[config.mk]
export PLATFORM = sky130hd
export DESIGN_NAME = cpu_control_unit
export DESIGN_NICKNAME = d
export VERILOG_FILES = /design/src/rtl/cpu_control_unit.sv
export SDC_FILE = /design/constraint.sdc
export NUM_CORES = 1
export LEC_CHECK = 0
export CORE_AREA = 2 2 67 69
export CTS_BUF_LIST = sky130_fd_sc_hd__clkbuf_16
export DETAILED_ROUTE_END_ITERATION = 8
export DIE_AREA = 0 0 69 71
export REMOVE_ABC_BUFFERS = 1
export SLEW_MARGIN = 30
export SYNTH_ARGS = -nofsm -noshare
export SYNTH_HDL_FRONTEND = slang
export SYNTH_SLANG_ARGS = --single-unit
[constraint.sdc]
create_clock -name clk -period 2.8 [get_ports clk]
set_input_delay 0.56 -clock clk [delete_from_list [all_inputs] [get_ports clk]]
set_output_delay 0.56 -clock clk [all_outputs]
set_load 0.02 [all_outputs]
[src/rtl/cpu_control_unit.sv]
// Accumulator CPU control unit: state register, decode and control generation; outputs are combinational from state.
// IN/OUT stall on ready/valid handshakes, up to TIMEOUT cycles before halting with a sticky error.
module cpu_control_unit #(
  parameter int IR_W    = 8,
  parameter int TIMEOUT = 16,
  parameter int CNT_W   = 16
) (
  input  logic             clk,
  input  logic             reset,
  input  logic [IR_W-1:0]  ir,
  input  logic             AnotZero,
  input  logic             in_valid,
  input  logic             out_ready,
  input  logic             resume,
  output logic             IRload,
  output logic             PCload,
  output logic             JNZmux,
  output logic             INmux,
  output logic             Aload,
  output logic             OutE,
  output logic             in_ready,
  output logic             out_valid,
  output logic             halted,
  output logic             err,
  output logic [3:0]       state,
  output logic [CNT_W-1:0] instr_count
);

  typedef enum logic [3:0] {
    FETCH    = 4'd0,
    DECODE   = 4'd1,
    EXEC_IN  = 4'd3,
    EXEC_OUT = 4'd4,
    EXEC_DEC = 4'd5,
    EXEC_JNZ = 4'd6,
    HALT     = 4'd7,
    EXEC_NOP = 4'd8
  } state_t;

  localparam logic [2:0] OP_IN   = 3'b011;
  localparam logic [2:0] OP_OUT  = 3'b100;
  localparam logic [2:0] OP_DEC  = 3'b101;
  localparam logic [2:0] OP_JNZ  = 3'b110;
  localparam logic [2:0] OP_HALT = 3'b111;

  // A zero TIMEOUT still needs a 1-bit counter; it simply saturates.
  localparam int              WC_W    = (TIMEOUT > 0) ? $clog2(TIMEOUT + 1) : 1;
  localparam logic [WC_W-1:0] WC_MAX  = '1;
  localparam logic [WC_W-1:0] WC_LAST = (TIMEOUT > 0) ? WC_W'(TIMEOUT - 1) : '0;

  state_t          cur_state, nxt_state;
  logic [WC_W-1:0] wait_cnt;
  logic            wait_inc, set_err, clr_err, timeout_hit;
  logic [2:0]      opcode;

  assign opcode      = ir[IR_W-1 -: 3];
  assign timeout_hit = (TIMEOUT > 0) && (wait_cnt == WC_LAST);
  assign state       = cur_state;
  assign halted      = (cur_state == HALT);

  generate
    if (IR_W > 3) begin : g_ir_operand
      logic unused_operand;
      assign unused_operand = ^ir[IR_W-4:0];
    end
  endgenerate

  always_comb begin
    nxt_state = cur_state;
    IRload    = 1'b0;
    PCload    = 1'b0;
    JNZmux    = 1'b0;
    INmux     = 1'b0;
    Aload     = 1'b0;
    OutE      = 1'b0;
    in_ready  = 1'b0;
    out_valid = 1'b0;
    wait_inc  = 1'b0;
    set_err   = 1'b0;
    clr_err   = 1'b0;
    case (cur_state)
      FETCH: begin
        IRload    = 1'b1;
        PCload    = 1'b1;
        nxt_state = DECODE;
      end
      DECODE: begin
        case (opcode)
          OP_IN:   nxt_state = EXEC_IN;
          OP_OUT:  nxt_state = EXEC_OUT;
          OP_DEC:  nxt_state = EXEC_DEC;
          OP_JNZ:  nxt_state = EXEC_JNZ;
          OP_HALT: nxt_state = HALT;
          default: nxt_state = EXEC_NOP;
        endcase
      end
      EXEC_NOP: nxt_state = FETCH;
      EXEC_DEC: begin
        Aload     = 1'b1;
        nxt_state = FETCH;
      end
      EXEC_JNZ: begin
        JNZmux    = 1'b1;
        PCload    = AnotZero;
        nxt_state = FETCH;
      end
      EXEC_IN: begin
        in_ready = 1'b1;
        // A handshake on the last allowed wait cycle still completes normally.
        if (in_valid) begin
          INmux     = 1'b1;
          Aload     = 1'b1;
          nxt_state = FETCH;
        end else if (timeout_hit) begin
          nxt_state = HALT;
          set_err   = 1'b1;
        end else begin
          wait_inc = 1'b1;
        end
      end
      EXEC_OUT: begin
        OutE      = 1'b1;
        out_valid = 1'b1;
        if (out_ready) begin
          nxt_state = FETCH;
        end else if (timeout_hit) begin
          nxt_state = HALT;
          set_err   = 1'b1;
        end else begin
          wait_inc = 1'b1;
        end
      end
      HALT: begin
        if (resume) begin
          nxt_state = FETCH;
          clr_err   = 1'b1;
        end
      end
      default: nxt_state = FETCH;
    endcase
    if (reset) begin
      IRload    = 1'b0;
      PCload    = 1'b0;
      JNZmux    = 1'b0;
      INmux     = 1'b0;
      Aload     = 1'b0;
      OutE      = 1'b0;
      in_ready  = 1'b0;
      out_valid = 1'b0;
    end
  end

  always_ff @(posedge clk) begin
    if (reset) begin
      cur_state   <= FETCH;
      wait_cnt    <= '0;
      err         <= 1'b0;
      instr_count <= '0;
    end else begin
      cur_state <= nxt_state;
      // Outside the I/O states the counter idles at zero, so every entry starts fresh.
      if (cur_state != EXEC_IN && cur_state != EXEC_OUT) begin
        wait_cnt <= '0;
      end else if (wait_inc && wait_cnt != WC_MAX) begin
        wait_cnt <= wait_cnt + 1'b1;
      end
      if (set_err) begin
        err <= 1'b1;
      end else if (clr_err) begin
        err <= 1'b0;
      end
      if (cur_state == DECODE) begin
        instr_count <= instr_count + 1'b1;
      end
    end
  end

endmodule

==> summary by stage <==
Detailed routing
The final layout contains routed wiring with a total length of 2.94 mm. The total number of vias is 1,212. The via-per-instance ratio is 4.89. The DRC violation count after routing is 0. The post-detailed-route count of antenna-violating nets is 0. The first detailed-routing pass took 4 iterations.

The routed length per placed instance is 11.9 microns. The detailed router finished its first iteration with 82 violations.

Layout
The count of fill cells added during filler insertion is 416. The number of inserted diodes is 0. In the final design database the tool counted 215 nets. The end-of-flow core utilization is 0.454. The fraction of final layout cells sized beyond drive strength 1 is 0.0969.

The area added between synthesis and finish is 40.0%. The final design instance area without fill is 1910 sq um.

Synth
The most numerous cell in the Yosys netlist is sky130_fd_sc_hd__dfxtp_1. The count of synthesis-stage warnings from yosys is 0. For this run, the register share of the synthesized area comes to 0.382. For this run, the leading register cell type out of synthesis is sky130_fd_sc_hd__dfxtp_1. The count of distinct cell types in the synthesized netlist is 40.

The post-synthesis register bit count is 26. In the synthesized netlist, the cells that appear most often are sky130_fd_sc_hd__dfxtp_1, sky130_fd_sc_hd__nor2_1, sky130_fd_sc_hd__a21oi_1, sky130_fd_sc_hd__nand2_1, sky130_fd_sc_hd__xnor2_1. By area the synthesized netlist is led by sky130_fd_sc_hd__dfxtp_1, sky130_fd_sc_hd__nor2_1, sky130_fd_sc_hd__xnor2_1. The count of flip-flops with a built-in enable after synthesis is 0. The post-synthesis async set-or-reset flop share is 0. A synthesized cell averages 8.57 sq um.

The cell count after synthesis came out at 159. Of the post-synthesis cell area, the dominant cell type holds 0.382. After synthesis the cells add up to 1360 sq um. The largest area contributor in the netlist is sky130_fd_sc_hd__dfxtp_1.

GRT
For this run, global-route usage on met2 was measured as 0.212. The number of antenna violations at the first check in global routing is 0. The number of global-route vias before repair is 1,101. The pin count of the biggest net entering global routing is 27.

The first global-routing pass estimated 5.00 mm of wire. The layer flagged by global routing as most heavily used is met2. For this run the aggregate overflow at the end of global routing stands at 0. The met3 capacity usage during global routing is 0.0299.

For this run, global-route usage on met1 was measured as 0.155. The overall track demand over capacity in global routing is 0.123.

Pwr
Dividing total power by cell area gives a power density of 477 nW/um^2. The maximum vdd ir drop is 258 uV. In this run the static leakage power is 0.000736 uW. The design draws 910 uW.

Floorplan
The area enclosed by the die boundary is 4900 sq um. The starting density of the core is 0.324. 44 I/O pins were placed. The floorplan has 24 rows. The vertical extent of the die is 71 microns. The die boundary width is 69 microns. The floorplan step defined a core boundary enclosing 4200 sq um.

Worst setup path
The type of the worst setup path is input port to output pin. Of all nets on the critical path, the largest fanout is 3. The type of element capturing the critical path is an output pin.

STA classifies the critical path startpoint as an input port. The data required time of the critical path is 2.24 ns. The arrival time at the worst endpoint is 2.10 ns.

CTS
Post-CTS timing repair inserted 0 buffers for setup. The hold buffer count at cts is 0. The CTS root buffer is sky130_fd_sc_hd__clkbuf_16. CTS built an H-tree with a depth of 1. The CTS tree is built. After clock tree synthesis, the clock-pin slew on the worst setup and hold paths is 0.06 ns. The maximum root-to-sink buffer count is 2. For this design, the sink count on the clock tree is 26. Counting the buffers created by CTS gives 3. The clock reaches the later pin of the worst-skew pair after 0.26 ns.

STA
The worst slew slack as a fraction of its limit is 0.409. The clock skew after layout is 0.00297 ns. For the pin with the worst max-slew slack, the measured transition is 0.874 ns. For this run, the top clock speed supported by timing is 376 MHz. The setup violation total in the final timing report is 0. The number of pins exceeding their max-slew limit in the final report is 0.

Dividing the final minimum period by the clock period gives 0.951. The shortest period the worst path allows is 2.66 ns. The setup slack after layout is 0.138 ns. The count of final hold-check violations is 0. Setup total negative slack on the finished layout was measured at 0 ns. Setup repair after global routing left no endpoint under its margin.

Run
Max-cap violations in this run came to 0.

Placement
In this run the cell area measured after placement is 1800 sq um. The number of I/O port buffers is 38. The HPWL after detailed placement is 2.20 mm. At the placement stage, the worst setup path has a slack of -0.0771 ns. Routability-driven placement finished with a final weighted congestion of 0.747.

Run status
The flow ran to the end, and the final reports show no timing, DRC or antenna violations.

Hold path
The class of the tightest hold or removal check is register to register.
state kept, by name, indices dropped and copies added (netlist names):
| signal | flops |
|---|---|
| instr_count | 16 |
| err | 1 |
| wait_cnt | 5 |
| state | 4 |
report_power, final:
group          total (uW)  leakage, uW  switching (uW)  internal (uW)
Combinational         105     0.000475            52.5           52.5
Sequential            394     0.000210            16.4            378
Clock                 411    0.0000511             127            284
Total                 910     0.000736             196            714
stage by stage:
step | instances | hold WS, ns
3_5_place_dp | 244 | 0.495
2_1_floorplan | 150 | 0.488
3_3_place_gp | 244 | 0.487
5_1_grt | 248 | 0.547
6_report | 248 | 0.508
4_1_cts | 248 | 0.508
logic make-up (layout without fill, tap and decap cells):
logic type | after synthesis | count (layout) | share of synthesized area
simple gates | 76 | 76 | 0.302
flops | 26 | 26 | 0.382
compound gates | 22 | 22 | 0.116
buf+inv | 14 | 51 | 0.0422
xor+xnor | 10 | 10 | 0.0643
mux | 7 | 7 | 0.0569
fa+ha+maj | 4 | 4 | 0.0367
layout by cell type, fill, tap and decap left out, types with 4 or more instances in the layout:
cell type and n:
sky130_fd_sc_hd__buf_4 4, sky130_fd_sc_hd__o21ai_0 5, sky130_fd_sc_hd__nor3_1 6, sky130_fd_sc_hd__clkdlybuf4s50_1 32, sky130_fd_sc_hd__nand3_1 8, sky130_fd_sc_hd__mux2_2 5
sky130_fd_sc_hd__dfxtp_1 26, sky130_fd_sc_hd__ha_1 4, sky130_fd_sc_hd__inv_1 5, sky130_fd_sc_hd__nor2b_1 6, sky130_fd_sc_hd__xnor2_1 9, sky130_fd_sc_hd__nor2_1 25
sky130_fd_sc_hd__nand2_1 9, sky130_fd_sc_hd__a21oi_1 9
layout make-up:
type                       instances  area [sq um]  share of cell area
multi-input combinational        119           785               0.411
sequential                        26           520               0.273
timing repair buffer              42           414               0.217
clock buffer                       3          75.1              0.0393
tap                               52          65.1              0.0341
clock inverter                     1          30.0              0.0157
inverter                           5          18.8             0.00984
timing repair:
action                                 CTS  global route
gates resized for setup                  3             3
setup endpoints to repair                3             3
endpoints found under the hold margin    0             0
final timing paths:
kind,startpoint,end,slack [ns],cells after the start
hold reg to reg,instr_count[1]$_SDFFE_PP0P_,instr_count[1]$_SDFFE_PP0P_,0.51,2
setup reg to reg,state[0]$_SDFFE_PP0P_,instr_count[15]$_SDFFE_PP0P_,0.65,4
setup / recovery,reset,in_ready,0.14,4
hold / removal,instr_count[1]$_SDFFE_PP0P_,instr_count[1]$_SDFFE_PP0P_,0.51,2
critical path: stages:
cell and delay [ns]:
sky130_fd_sc_hd__clkdlybuf4s50_1 0.46, sky130_fd_sc_hd__or3_1 0.35, sky130_fd_sc_hd__nor2_1 0.12, sky130_fd_sc_hd__clkdlybuf4s50_1 0.61
layer usage:
layer	part of all wire	vias up
met1	0.45	552
li1	-	629
met3	0.043	2
met2	0.50	29
met4	0.0048	0
met5	0	-
Note: power is estimated with default switching activity, not from simulation.
